$ cat src/rtl/change_dispatcher.sv
// Change dispatcher: round-robin grant between two panels, greedy payout of
// 50/10/5/1 coins from a finite inventory through a valid/ready hopper port.
module change_dispatcher #(
    parameter logic [7:0] COIN50_INIT = 8'd10,
    parameter logic [7:0] COIN10_INIT = 8'd20,
    parameter logic [7:0] COIN5_INIT  = 8'd20,
    parameter logic [7:0] COIN1_INIT  = 8'd20
) (
    input  logic       clk,
    input  logic       reset,
    input  logic       req0,
    input  logic       req1,
    input  logic [7:0] amt0,
    input  logic [7:0] amt1,
    input  logic       refill,
    input  logic       coin_ready,
    output logic [1:0] gnt,
    output logic       owner,
    output logic       busy,
    output logic       coin_valid,
    output logic [7:0] coin_val,
    output logic       done,
    output logic       short,
    output logic [7:0] short_amt
);

    typedef enum logic [1:0] {IDLE, SELECT, PAY, FINISH} state_t;

    state_t     r_state;
    logic [7:0] r_inv [4];
    logic [7:0] r_remaining;
    logic [1:0] r_coin_idx;
    logic       r_last;
    logic [1:0] r_gnt;
    logic       r_owner;
    logic       r_busy;
    logic       r_coin_valid;
    logic [7:0] r_coin_val;
    logic       r_done;
    logic       r_short;
    logic [7:0] r_short_amt;

    logic       w_win;
    logic [7:0] w_amt;
    logic [7:0] w_rem_after;
    logic       w_has_coin;
    logic [1:0] w_idx;

    // Inventory slot 0 holds the largest coin, slot 3 the smallest.
    function automatic logic [7:0] denom(input logic [1:0] idx);
        case (idx)
            2'd0:    return 8'd50;
            2'd1:    return 8'd10;
            2'd2:    return 8'd5;
            default: return 8'd1;
        endcase
    endfunction

    function automatic logic [7:0] init_val(input logic [1:0] idx);
        case (idx)
            2'd0:    return COIN50_INIT;
            2'd1:    return COIN10_INIT;
            2'd2:    return COIN5_INIT;
            default: return COIN1_INIT;
        endcase
    endfunction

    always_comb begin
        // NOTE: every always_comb output gets a default first so no path can infer a latch.
        w_has_coin  = 1'b0;
        w_idx       = 2'd0;
        w_win       = (req0 && req1) ? ~r_last : req1;
        w_amt       = w_win ? amt1 : amt0;
        w_rem_after = r_remaining - r_coin_val;
        // Scan smallest to largest so the largest eligible coin is the last writer.
        for (int i = 3; i >= 0; i--) begin
            if (denom(2'(i)) <= r_remaining && r_inv[i] != 8'd0) begin
                w_has_coin = 1'b1;
                w_idx      = 2'(i);
            end
        end
    end

    // NOTE: sequential state uses non-blocking assignments only, so every register samples pre-edge values.
    always_ff @(posedge clk or posedge reset) begin
        if (reset) begin
            r_state      <= IDLE;
            r_remaining  <= 8'd0;
            r_coin_idx   <= 2'd0;
            r_last       <= 1'b1;
            r_gnt        <= 2'b00;
            r_owner      <= 1'b0;
            r_busy       <= 1'b0;
            r_coin_valid <= 1'b0;
            r_coin_val   <= 8'd0;
            r_done       <= 1'b0;
            r_short      <= 1'b0;
            r_short_amt  <= 8'd0;
            // NOTE: the inventory is only four counters, so reset loads them directly like any other register.
            for (int i = 0; i < 4; i++) r_inv[i] <= init_val(2'(i));
        end else begin
            r_gnt  <= 2'b00;
            r_done <= 1'b0;
            case (r_state)
                IDLE: begin
                    if (refill) begin
                        for (int i = 0; i < 4; i++) r_inv[i] <= init_val(2'(i));
                    end
                    if (req0 || req1) begin
                        r_gnt       <= w_win ? 2'b10 : 2'b01;
                        r_owner     <= w_win;
                        r_last      <= w_win;
                        r_remaining <= w_amt;
                        r_short     <= 1'b0;
                        r_short_amt <= 8'd0;
                        r_busy      <= 1'b1;
                        if (w_amt != 8'd0) begin
                            r_state <= SELECT;
                        end else begin
                            r_state <= FINISH;
                            r_done  <= 1'b1;
                        end
                    end
                end
                SELECT: begin
                    if (w_has_coin) begin
                        r_coin_val   <= denom(w_idx);
                        r_coin_idx   <= w_idx;
                        r_coin_valid <= 1'b1;
                        r_state      <= PAY;
                    end else begin
                        r_short     <= 1'b1;
                        r_short_amt <= r_remaining;
                        r_done      <= 1'b1;
                        r_state     <= FINISH;
                    end
                end
                PAY: begin
                    if (coin_ready) begin
                        r_remaining  <= w_rem_after;
                        r_coin_valid <= 1'b0;
                        if (r_inv[r_coin_idx] != 8'd0) r_inv[r_coin_idx] <= r_inv[r_coin_idx] - 8'd1;
                        if (w_rem_after != 8'd0) begin
                            r_state <= SELECT;
                        end else begin
                            r_done  <= 1'b1;
                            r_state <= FINISH;
                        end
                    end
                end
                FINISH: begin
                    r_busy  <= 1'b0;
                    r_state <= IDLE;
                end
                default: r_state <= IDLE;
            endcase
        end
    end

    assign gnt        = r_gnt;
    assign owner      = r_owner;
    assign busy       = r_busy;
    assign coin_valid = r_coin_valid;
    assign coin_val   = r_coin_val;
    assign done       = r_done;
    assign short      = r_short;
    assign short_amt  = r_short_amt;

endmodule

$ cat config.mk
export PLATFORM = sky130hd
export DESIGN_NAME = change_dispatcher
export DESIGN_NICKNAME = d
export VERILOG_FILES = /design/src/rtl/change_dispatcher.sv
export SDC_FILE = /design/constraint.sdc
export NUM_CORES = 1
export LEC_CHECK = 0
export ABC_AREA = 1
export ABC_CLOCK_PERIOD_IN_PS = 1950
export CAP_MARGIN = 20
export CORE_MARGIN = 5
export CORE_UTILIZATION = 45
export CTS_CLUSTER_DIAMETER = 40
export CTS_CLUSTER_SIZE = 30
export DETAILED_ROUTE_END_ITERATION = 12
export PLACE_DENSITY = 0.72
export SLEW_MARGIN = 0
export SYNTH_ARGS = -nofsm -noshare
export SYNTH_HDL_FRONTEND = slang
export SYNTH_SLANG_ARGS = --single-unit
$ cat constraint.sdc
create_clock -name clk -period 1.95 [get_ports clk]
set_input_delay 0.39 -clock clk [delete_from_list [all_inputs] [get_ports clk]]
set_output_delay 0.39 -clock clk [all_outputs]
set_load 0.1 [all_outputs]
After elaboration in Yosys (flattened, before gate mapping):

Cells that the tools add are included.

* bits in latches: 0
* bits in writable memories: 0
* bits in registers: 68
* input port bits: 22
* ROM bits: 0
* output and inout port bits: 23
* memories kept: 0

* order comparisons: 6
* shift-type cells: 0
* bitwise gates (word level): 2
* muxes and demuxes: 50
* multiply operators: 0
* add/sub/neg operators: 2
* reductions and logical operators: 28
* eq/ne operators: 11
* div/mod/pow operators: 0

Operators by type and width (count)
* $mux W32: 3
* $mux W8: 8
* $pmux W32 S2: 1
* $reduce_bool A8 Y1: 7
* $bwmux W32: 1
* $pmux W8 S2: 2
* $mux W2: 11
* $pmux W6 S3: 1
* $bmux W8 S2: 1
* $demux W8 S2: 1
* $mux W1: 16
* $ne A2 B2 Y1 const B: 6
* $reduce_and A3 Y1: 3
* $le A1 B8 Y1 const A: 1
* $le A3 B8 Y1 const A: 1
* $le A4 B8 Y1 const A: 1
* $le A6 B8 Y1 const A: 1
* $pmux W2 S4: 1
* $reduce_and A2 Y1: 4
* $reduce_bool A2 Y1: 4
* $sub A8 B1 Y8 const B: 1
* $sub A8 B8 Y8: 1
* $eq A2 B2 Y1 const B: 3
* $logic_and A1 B1 Y1: 6
* 10 further kinds: 14

Logic depth before layout (Yosys ltp):

* word-level depth: 9
* mapped depth: 15

Least setup slack after synthesis:

No wires, ideal clock.

* path kind: reg-to-reg
* start: reg r_coin_val[0] (netlist: coin_val[0])
* end: reg r_state[1]
* cell stages (with the launch flop): 14
* arrival time: 2.254 ns
* setup slack: -0.370 ns
* cell sequence: dfrtp_1 -> ha_1 -> fa_1 -> inv_1 -> nand2_1 -> nand2_1 -> nand3_1 -> nand2_1 -> nand3_1 -> nor2_1 -> nand2_1 -> nand2_1 -> nand2_1 -> nand2_1

* word-level cells in the longest chain between the ends: 5

Ends and longest elaborated chain
* start, declared: line 38 `logic [7:0] r_coin_val;`
* start signal, assigned: line 127 `r_coin_val <= denom(w_idx);`
* $sub A8 B8 Y8: line 74 `w_rem_after = r_remaining - r_coin_val;`
* $reduce_bool A8 Y1: line 143 `if (w_rem_after != 8'd0) begin`
* $mux W2: line 143
* $mux W2: line 139 `if (coin_ready) begin`
* $pmux W2 S4: line 104 `case (r_state)`
* end signal, assigned: line 144 `r_state <= SELECT;`
* end signal, assigned: line 147 `r_state <= FINISH;`
* end signal, assigned: line 153 `r_state <= IDLE;`
* end, declared: line 29 `state_t r_state;`

No other way between the ends. The select of a mux whose other input is x is not followed.
A chain may end at the register's enable or synchronous reset.

Worst setup path after layout:

* start: reg r_coin_idx[0]
* end: reg r_inv[7] (netlist name)

* word-level cells in the longest chain between the ends: 9

Ends and longest elaborated chain
* start, declared: line 32 `logic [1:0] r_coin_idx;`
* start signal, assigned: line 128 `r_coin_idx <= w_idx;`
* $not A2 Y3 (implied by the code) *: line 142 `if (r_inv[r_coin_idx] != 8'd0) r_inv[r_coin_idx] <= r_inv[r_coin_idx] - 8'd1;`
* $bmux W8 S2, or another cell as far along: line 142
* $mux W8 (implied by the code) / $logic_and A1 B1 Y1 (equally long branches): line 142
* $mux W8 (implied by the code): line 142
* $sub A8 B1 Y8 / $demux W8 S2 (equally long branches): line 142
* $bwmux W32: line 142
* $mux W32: line 142
* $mux W32: line 139
* $pmux W32 S2: line 104
* end, declared: line 30 `logic [7:0] r_inv [4];`

Every way passes the cells marked *; elsewhere a longest branch is shown, timed or not. The select of a mux whose other input is x is not followed.

==> metrics.yaml <==
layout:
  fillers: 862
  layout-drive-gt1-share_pct: 24.86
  register_area_mm2: 0.001650
  final_nets: 741
  multi_input_area_mm2: 0.002356
  syn2layout_area_growth_pct: 33.32
  diodes: 0
sta:
  setup_violations: 10
  finalCriticalPeriod_ns: 1.991
  rsz0062_at_grt: "yes"
  fin_crit_sh_pct: 102.1
  fin_skew_ns: 0.007034
  finalHoldViolCount: 0
  drv_slew: 0
  timing.fmax_mhz: 502.3
  timing.final.ws_setup_ns: -0.04066
critical_path:
  crit_chain: "buf_6 > nand2_4 > inv_2 > nand2_1 > nand2_1 > nor2_2 > ha_2 > nand3_2 > nor2_4 > nand3_4 > buf_12 > nand3_4 > inv_2 > nand2_2 > nand2_1"
  crit_type: "flop to flop"
  critPathRequiredTime_ns: 2.19
  cpMostUsedCell: "nand2_1"
  cpPeakStageDelay_ns: 0.44
  end_kind: "flop"
  cp_data_arrival_time_ns: 2.23
  start_kind: "flop"
  slowest_stage: "dfrtp_1"
  cp_max_fo: 7
pwr:
  p_per_area_mw_per_mm2: 1872
  total_power_mw: 10.39
  irDropWorstVdd_v: 0.001258
  p_leak_nw: 2.851
placed_design:
  gp_congestion: 0.9349
  pre_cts_ws_ns: -0.2274
  hpwlAfterDp_mm: 9.630
  numPortBuffers: 42
status:
  violations: "setup timing"
  status: "finished, violations left"
die:
  initial_utilization_pct: 45.71
  core-area_mm2: 0.009109
  ios: 45
  die_h_um: 106.2
  std_cell_rows: 35
  die_area_mm2: 0.01128
  die_w_um: 106.2
logic_synthesis:
  syn_area_per_cell_um2: 6.837
  yosys_register_bits: 65
  ys_async_sr_fraction_pct: 100.0
  yosys_warnings: 0
  synth_ff_type: "dfrtp_1"
  syn_area_mm2: 0.004164
  synth_edf_count: 0
  syn_inst: 609
  ys_seq_area_share_pct: 39.33
  synth_cell_types: 34
clock_tree:
  clock-sinks: 65
  htreeDepth: 3
  numCtsBuffers: 9
  holdBufCountCts: 0
  clk_latency_ns: 0.34
  cts_root_buf: "clkbuf_8"
  cts.clk_slew.worst_paths_ns: 0.08
  cts_tree: "yes"
  cts_max_path_buffers: 2
grt:
  grtUsageTotal_pct: 22.96
  overflow: 0
  grt_start_max_net_pins: 58
  grt_pass1_vias: 4225
  grt_pass1_wl_mm: 20.41
  antenna_found_initial: 0
drt:
  first_pass_iters: 4
  avgRoutedWirePerCell_um: 15.17
  totalWireLength_mm: 12.55
  drc: 0
  postRouteAntennaNets: 0
  drt_iter0_markers: 193
  avgViaCountPerCell: 5.167
  num_vias: 4273
hold_path:
  hp-class: "input port to async pin"
job:
  drv_cap: 0
## through the flow
step           std cells  utilization [%]  TNS [ns]  cell area (um^2)  hold WS [ns]
6_report             827            60.95   -0.1839              5552        0.3133
3_3_place_gp         801            56.02    -3.226              5102        0.4560
4_1_cts              821            59.41         0              5411        0.2998
2_1_floorplan        610                -  -0.03725              4228        0.4438
3_5_place_dp         801            56.02    -6.183              5102        0.4608
5_1_grt              827            60.95    -3.229              5552        0.3144
## logic make-up (layout without fill, tap and decap cells)
| logic type | after synthesis | in the layout | synth area share [%] |
|---|---|---|---|
| compound gates | 59 | 59 | 7.332 |
| xor+xnor | 1 | 1 | 0.2104 |
| fa+ha+maj | 8 | 8 | 2.584 |
| buf+inv | 83 | 185 | 8.653 |
| flops | 65 | 65 | 39.33 |
| other cells | 1 | 2 | 0.09006 |
| simple gates | 392 | 396 | 41.80 |
## registers in the layout, summed over array words and instances, names as in the netlist
signal / flops
busy: 1
coin_val: 5
owner: 1
short: 1
r_inv: 32
coin_valid: 1
r_remaining: 8
short_amt: 8
r_last: 1
gnt: 2
r_coin_idx: 2
r_state: 2
done: 1
## area by class of cell
class | instances | share of cell area (%)
Multi-Input combinational cell | 466 | 42.44
Sequential cell | 65 | 29.73
Timing Repair Buffer | 101 | 16.57
Inverter | 68 | 4.665
Tap cell | 111 | 2.502
Clock buffer | 10 | 2.479
Clock inverter | 6 | 1.623
## critical path, delay by kind of cell, from the launching register on
kind / cells / cell delay [ns]
adder cells (fa/ha/maj): 1 / 0.22
buffers and inverters: 4 / 0.41
flip-flops: 1 / 0.44
AND/OR/NAND/NOR: 10 / 0.83
## Yosys cell counts, types with 4 or more instances
cell,instances,area [um^2]
a21oi_1,9,45.04
buf_4,4,30.03
buf_6,4,45.04
dfrtp_1,56,1401
dfstp_2,9,236.5
ha_1,7,87.58
inv_1,59,221.5
inv_2,9,33.78
nand2_1,234,878.3
nand3_1,55,275.3
nand3_4,7,122.6
nand3b_1,9,67.56
nor2_1,69,259.0
nor2_2,4,25.02
o21ai_0,32,160.2
o21ai_1,12,60.06
## final timing paths
kind / start / endpoint / slack [ns] / cells past startpoint
setup / recovery: r_coin_idx[0] / r_inv[7] / -0.04 / 15
min in group clk: r_last / r_last / 0.47 / 2
setup reg to reg: r_coin_idx[0] / r_inv[7] / -0.04 / 15
hold reg to reg: r_last / r_last / 0.47 / 2
hold / removal: reset / r_inv[16] / 0.31 / 2
max in group asynchronous: reset / r_inv[4] / 1.04 / 3
## cells in the final DEF (no fill, tap or decap), types with 3 or more instances in the layout
master,n
dfrtp_1,50
inv_2,13
buf_12,8
dfrtp_2,4
a21oi_1,7
buf_6,3
clkdlybuf4s50_1,21
dfstp_2,9
o21ai_2,3
buf_4,68
nand2_2,13
nand3b_1,9
o21ai_1,15
nand3_2,6
o21ai_0,26
nor2_4,5
nor2_1,64
inv_1,54
nand3_1,52
nand3_4,10
clkbuf_8,10
nor2_2,7
ha_1,4
nand2_1,221
## report_power, final
part / switching, mW / internal, mW / total, mW
clock network: 0.546 / 0.759 / 1.30
registers: 0.437 / 1.86 / 2.30
logic: 4.45 / 2.34 / 6.79
## per-layer routing
layer / global-route usage [%] / vias to the layer above / share of wire (%)
met1: 26.54 / 2015 / 40
met2: 41.45 / 96 / 53
met4: 8.326 / 0 / 2.3
met3: 5.039 / 26 / 4.4
met5: 0 / - / 0
li1: - / 2136 / -
## what timing repair did
| action | 4_1_cts | 5_1_grt |
|---|---|---|
| cloned | 2 | 2 |
| resized for setup | 13 | 29 |
| setup buffers | 2 | 4 |
| pin swaps | 4 | 12 |
| setup endpoints to repair | 34 | 49 |
No activity file was read; power rests on OpenSTA's default activity.
